$ cat src/rtl/wb_daq_sram_arbiter.sv
// Round-robin arbiter that moves one DAQ channel word at a time into a shared
// single-port SRAM, each channel writing its own circular address region.
//
// state   | meaning
// IDLE    | waiting for an enabled request
// GRANT   | grant pulse to the selected channel
// CAPTURE | latch channel data and {channel, pointer} address
// WRITE   | write strobe held until sram_ack
// DONE    | data_done pulse, then back to IDLE
module wb_daq_sram_arbiter #(
    parameter int NUM_CHANNELS = 4,
    parameter int ADDR_WIDTH   = 10,
    parameter int DATA_WIDTH   = 32
) (
    input  logic                               wb_clk,
    input  logic                               wb_rst_n,
    input  logic                               master_enable,
    input  logic                               clear_ptrs,
    input  logic [NUM_CHANNELS-1:0]            start_sram,
    input  logic [NUM_CHANNELS*DATA_WIDTH-1:0] channel_data,
    output logic [NUM_CHANNELS-1:0]            grant,
    output logic [NUM_CHANNELS-1:0]            data_done,
    output logic                               sram_we,
    output logic [ADDR_WIDTH-1:0]              sram_addr,
    output logic [DATA_WIDTH-1:0]              sram_wdata,
    input  logic                               sram_ack,
    output logic [NUM_CHANNELS-1:0]            wrapped,
    output logic                               busy
);

    localparam int CH_BITS  = $clog2(NUM_CHANNELS);
    localparam int PTR_BITS = ADDR_WIDTH - CH_BITS;

    typedef enum logic [2:0] {
        S_IDLE,
        S_GRANT,
        S_CAPTURE,
        S_WRITE,
        S_DONE
    } state_t;

    state_t                   state_q, state_d;
    logic [CH_BITS-1:0]       cur_ch_q, cur_ch_d;
    logic [CH_BITS-1:0]       last_ch_q, last_ch_d;
    logic [PTR_BITS-1:0]      ptr_q [NUM_CHANNELS];
    logic [PTR_BITS-1:0]      ptr_d [NUM_CHANNELS];
    logic [NUM_CHANNELS-1:0]  wrapped_q, wrapped_d;
    logic [NUM_CHANNELS-1:0]  grant_q, grant_d;
    logic [NUM_CHANNELS-1:0]  done_q, done_d;
    logic                     we_q, we_d;
    logic [ADDR_WIDTH-1:0]    addr_q, addr_d;
    logic [DATA_WIDTH-1:0]    wdata_q, wdata_d;
    logic                     busy_q, busy_d;

    logic [CH_BITS-1:0]       rr_idx, rr_cand;
    logic                     rr_found;

    // Search starts one past the last served channel; the final candidate is last_ch itself.
    always_comb begin
        rr_found = 1'b0;
        rr_idx   = last_ch_q;
        rr_cand  = last_ch_q;
        for (int i = 1; i <= NUM_CHANNELS; i++) begin
            rr_cand = last_ch_q + CH_BITS'(i);
            if (!rr_found && start_sram[rr_cand]) begin
                rr_found = 1'b1;
                rr_idx   = rr_cand;
            end
        end
    end

    always_comb begin
        state_d   = state_q;
        cur_ch_d  = cur_ch_q;
        last_ch_d = last_ch_q;
        wrapped_d = wrapped_q;
        grant_d   = '0;
        done_d    = '0;
        addr_d    = addr_q;
        wdata_d   = wdata_q;
        for (int i = 0; i < NUM_CHANNELS; i++) begin
            ptr_d[i] = ptr_q[i];
        end

        case (state_q)
            S_IDLE: begin
                if (master_enable && rr_found) begin
                    state_d          = S_GRANT;
                    cur_ch_d         = rr_idx;
                    grant_d[rr_idx]  = 1'b1;
                end
            end
            S_GRANT: state_d = S_CAPTURE;
            S_CAPTURE: begin
                wdata_d = channel_data[int'(cur_ch_q)*DATA_WIDTH +: DATA_WIDTH];
                addr_d  = {cur_ch_q, ptr_q[cur_ch_q]};
                state_d = S_WRITE;
            end
            S_WRITE: begin
                if (sram_ack) begin
                    if (ptr_q[cur_ch_q] == '1) begin
                        ptr_d[cur_ch_q]     = '0;
                        wrapped_d[cur_ch_q] = 1'b1;
                    end else begin
                        ptr_d[cur_ch_q] = ptr_q[cur_ch_q] + 1'b1;
                    end
                    last_ch_d          = cur_ch_q;
                    done_d[cur_ch_q]   = 1'b1;
                    state_d            = S_DONE;
                end
            end
            S_DONE:  state_d = S_IDLE;
            default: state_d = S_IDLE;
        endcase

        // Clear overrides a coincident advance; the write already used the old address.
        if (clear_ptrs) begin
            for (int i = 0; i < NUM_CHANNELS; i++) begin
                ptr_d[i] = '0;
            end
            wrapped_d = '0;
        end

        we_d   = (state_d == S_WRITE);
        busy_d = (state_d != S_IDLE);
    end

    always_ff @(posedge wb_clk or negedge wb_rst_n) begin
        if (!wb_rst_n) begin
            state_q   <= S_IDLE;
            cur_ch_q  <= '0;
            last_ch_q <= CH_BITS'(NUM_CHANNELS - 1);
            wrapped_q <= '0;
            grant_q   <= '0;
            done_q    <= '0;
            we_q      <= 1'b0;
            addr_q    <= '0;
            wdata_q   <= '0;
            busy_q    <= 1'b0;
            for (int i = 0; i < NUM_CHANNELS; i++) begin
                ptr_q[i] <= '0;
            end
        end else begin
            state_q   <= state_d;
            cur_ch_q  <= cur_ch_d;
            last_ch_q <= last_ch_d;
            wrapped_q <= wrapped_d;
            grant_q   <= grant_d;
            done_q    <= done_d;
            we_q      <= we_d;
            addr_q    <= addr_d;
            wdata_q   <= wdata_d;
            busy_q    <= busy_d;
            for (int i = 0; i < NUM_CHANNELS; i++) begin
                ptr_q[i] <= ptr_d[i];
            end
        end
    end

    assign grant      = grant_q;
    assign data_done  = done_q;
    assign sram_we    = we_q;
    assign sram_addr  = addr_q;
    assign sram_wdata = wdata_q;
    assign wrapped    = wrapped_q;
    assign busy       = busy_q;

endmodule

$ cat config.mk
export PLATFORM = sky130hd
export DESIGN_NAME = wb_daq_sram_arbiter
export DESIGN_NICKNAME = d
export VERILOG_FILES = /design/src/rtl/wb_daq_sram_arbiter.sv
export SDC_FILE = /design/constraint.sdc
export NUM_CORES = 1
export LEC_CHECK = 0
export BUFFER_PORTS_ARGS = -buffer_cell sky130_fd_sc_hd__buf_4
export CAP_MARGIN = 10
export CORE_UTILIZATION = 35
export DETAILED_ROUTE_END_ITERATION = 10
export PLACE_DENSITY = 0.7
export REMOVE_ABC_BUFFERS = 1
export SKIP_LAST_GASP = 1
export SYNTH_ARGS = -nofsm -noshare
export SYNTH_HDL_FRONTEND = slang
export SYNTH_SLANG_ARGS = --single-unit
$ cat constraint.sdc
create_clock -name wb_clk -period 2 [get_ports wb_clk]
set_clock_uncertainty 0.05 [all_clocks]
set_input_delay 0.1 -clock wb_clk [delete_from_list [all_inputs] [get_ports wb_clk]]
set_output_delay 0.1 -clock wb_clk [all_outputs]
set_load 0.01 [all_outputs]
==> impl_metrics.json <==
{
  "slew_headroom_pct": 65.5,
  "root_buffer": "clkbuf_16",
  "core-area_um2": 13300,
  "vias": 4031,
  "switching_share_pct": 33.1,
  "synth_area_per_cell_um2": 13.5,
  "crit_path_end_kind": "flop",
  "synth_common_cells": "dfrtp_1 (93), mux2_2 (42), mux4_2 (40)",
  "grt_max_degree": 45,
  "syn_to_final_growth_pct": 50.4,
  "clock_latency_ns": 0.34,
  "synth_top_area_share_pct": 48.5,
  "yosysSeqAreaShare_pct": 49.6,
  "p_int_w": 0.00577,
  "fin_area_um2": 7220,
  "rsz0062_at_grt": "true",
  "die_width_um": 119,
  "port_buffers": 192,
  "comb_power_share_pct": 47.1,
  "clk_path_buf_depth": 2,
  "hp-class": "input pin to flop",
  "ioPinCount": 193,
  "die_y_um": 119,
  "worstMarginPinSlew_ns": 0.517,
  "place_hpwl_mm": 10.3,
  "final_hold_viol_count": 0,
  "track_usage_pct": 19.9,
  "n_fill_cell": 1103,
  "finalNetCount": 713,
  "clk_pin_slew_ns": 0.07,
  "htreeDepth": 3,
  "remaining_drc_errors": 0,
  "syn_area_um2": 4800,
  "via_per_inst": 5.33,
  "hold_depth": 3,
  "synthTopCellsByArea": "dfrtp_1 (48%), mux4_2 (19%), mux2_2 (9.9%)",
  "syn-instance-count": 356,
  "utilization_pct": 54.3,
  "diodes": 0,
  "synth-edff-count": 0,
  "fin_ws_ns": -0.0375,
  "synth_warnings": 0,
  "grt_pass1_wl_mm": 21.9,
  "cp.arrival_ns": 2.22,
  "yosysTopAreaCell": "dfrtp_1",
  "ys.flop_type": "dfrtp_1",
  "cts_tree": "yes",
  "clkPwrFrac_pct": 19.3,
  "critPathMaxFanout": 5,
  "drtIter0Drc": 199,
  "power_frac_seq_pct": 33.6,
  "pwr_density_cell_nw_per_um2": 1200,
  "violations": "negative setup slack",
  "p_leak_nw": 3.25,
  "clock_sinks": 95,
  "setup_viol_count_final": 13,
  "ant_nets": 0,
  "finalCriticalPeriod_ns": 2.04,
  "yosysMostFrequentCell": "dfrtp_1",
  "fmax_mhz": 491,
  "grt_pass1_vias": 4232,
  "p_sw_w": 0.00286,
  "synthArstFlopShare_pct": 100,
  "drt_wl_total_mm": 14.1,
  "post_route_cells_drive_above_1_share_pct": 62.1,
  "placed_area_um2": 6660,
  "final_max_slew_viol_count": 0,
  "synth_cell_types": 46,
  "place_congestion": 0.833,
  "status": "finished with violations",
  "timing.final.crit_share_pct": 102,
  "path_class": "flop to flop",
  "grt_overflow_total": 0,
  "start_util_pct": 36.1,
  "die_area_um2": 14200,
  "crit_required_ns": 2.19,
  "detail_route.wl_per_cell_um": 18.6,
  "maxCapViolCount": 0,
  "fin_setup_tns_ns": -0.234,
  "hold_ws_ns": 0.0522,
  "ir_drop_mv": 0.455,
  "yosys_register_bits": 95,
  "cts_made_buffers": 9,
  "floorplan.rows": 42,
  "detail_route.first_pass.iterations": 4,
  "placed_cells": 733,
  "antenna_found_initial": 0,
  "r2r_cells": 6,
  "fin_cells": 756,
  "start_kind": "flop"
}
-- worst paths after layout --
kind,start,to,slack (ns)
setup / recovery,cur_ch_q[0],ptr_q[11],-0.04
max in group asynchronous,wb_rst_n,cur_ch_q[0],1.03
min in group asynchronous,wb_rst_n,sram_wdata[31],0.21
hold reg to reg,sram_wdata[24],sram_wdata[24],0.46
hold / removal,sram_ack,sram_we,0.05
setup reg to reg,cur_ch_q[0],ptr_q[11],-0.04
-- cells by family after synthesis --
kind of cell	count (synthesis)	synth area share (%)
mux	83	28.8
compound gates	67	9.72
buf+inv	31	2.95
fa+ha+maj	1	0.261
simple gates	76	8.11
flops	95	49.6
xor+xnor	3	0.548
-- routing by layer --
metal / vias up / wire, µm / track usage (%)
met5: - / 0 / 0
met4: 0 / 244 / 8.54
met3: 19 / 831 / 3.40
met2: 141 / 7660 / 35.8
met1: 2056 / 5340 / 23.3
li1: 1815 / - / -
-- power by group through the flow --
| stage | Sequential (W) | Clock [W] | Combinational (W) |
|---|---|---|---|
| 2_1_floorplan | 0.00327 | 0 | 0.00188 |
| 3_3_place_gp | 0.00290 | 0 | 0.00391 |
| 3_5_place_dp | 0.00293 | 0 | 0.00399 |
| 4_1_cts | 0.00290 | 0.00172 | 0.00408 |
| 5_1_grt | 0.00298 | 0.00178 | 0.00434 |
| 6_report | 0.00290 | 0.00167 | 0.00406 |
-- per-stage QoR --
step / total power (W) / setup slack (ns)
floorplan: 0.00515 / -1.44
global placement: 0.00681 / 0.00566
detailed placement: 0.00692 / -0.105
CTS: 0.00870 / -0.0240
global route: 0.00910 / -0.110
finish: 0.00863 / -0.0375
-- placed cells by master, fill, tap and decap left out, types with 3 or more instances in the layout --
cell,instances
buf_12,6
nor2_1,24
nor2b_1,3
o21bai_1,6
inv_1,6
clkbuf_8,3
o21ai_0,5
a311oi_2,6
o41ai_2,3
clkbuf_16,9
nand2_1,15
nand2b_1,4
o211ai_1,8
mux2_2,42
a211oi_1,8
buf_4,222
dfrtp_1,91
a21oi_1,13
clkinvlp_4,4
a31oi_1,6
mux4_2,40
nand3b_1,4
nand3_1,6
and2_1,3
-- worst max-delay path, stage by stage (launching register included) --
cell	delay [ns]
dfrtp_2	0.46
buf_12	0.14
mux4_2	0.55
buf_4	0.19
nand3_4	0.10
xor2_4	0.10
o41ai_2	0.33
-- final cells by class --
| type | count | area [µm²] | share of cell area (%) |
|---|---|---|---|
| inverter | 8 | 37.5 | 0.520 |
| tap | 176 | 220 | 3.05 |
| clock buffer | 12 | 267 | 3.69 |
| sequential | 95 | 2380 | 33.0 |
| clock inverter | 4 | 28.8 | 0.399 |
| multi-input combinational | 230 | 2470 | 34.2 |
| timing repair buffer | 231 | 1820 | 25.2 |
-- registers in the layout, indices dropped and copies added (netlist names) --
| register | flops |
|---|---|
| state_q | 3 |
| grant | 4 |
| data_done | 4 |
| sram_wdata | 32 |
| cur_ch_q | 2 |
| last_ch_q | 2 |
| sram_we | 1 |
| ptr_q | 32 |
| sram_addr | 10 |
| busy | 1 |
| wrapped | 4 |
-- repair_timing --
action | CTS | global route
hold buffers | 1 | 0
setup buffers | 3 | 3
pin swaps | 9 | 5
setup endpoints to repair | 34 | 36
resized for setup | 17 | 15
endpoints found under the hold margin | 31 | 0
Power figures use the tool's default switching activity.
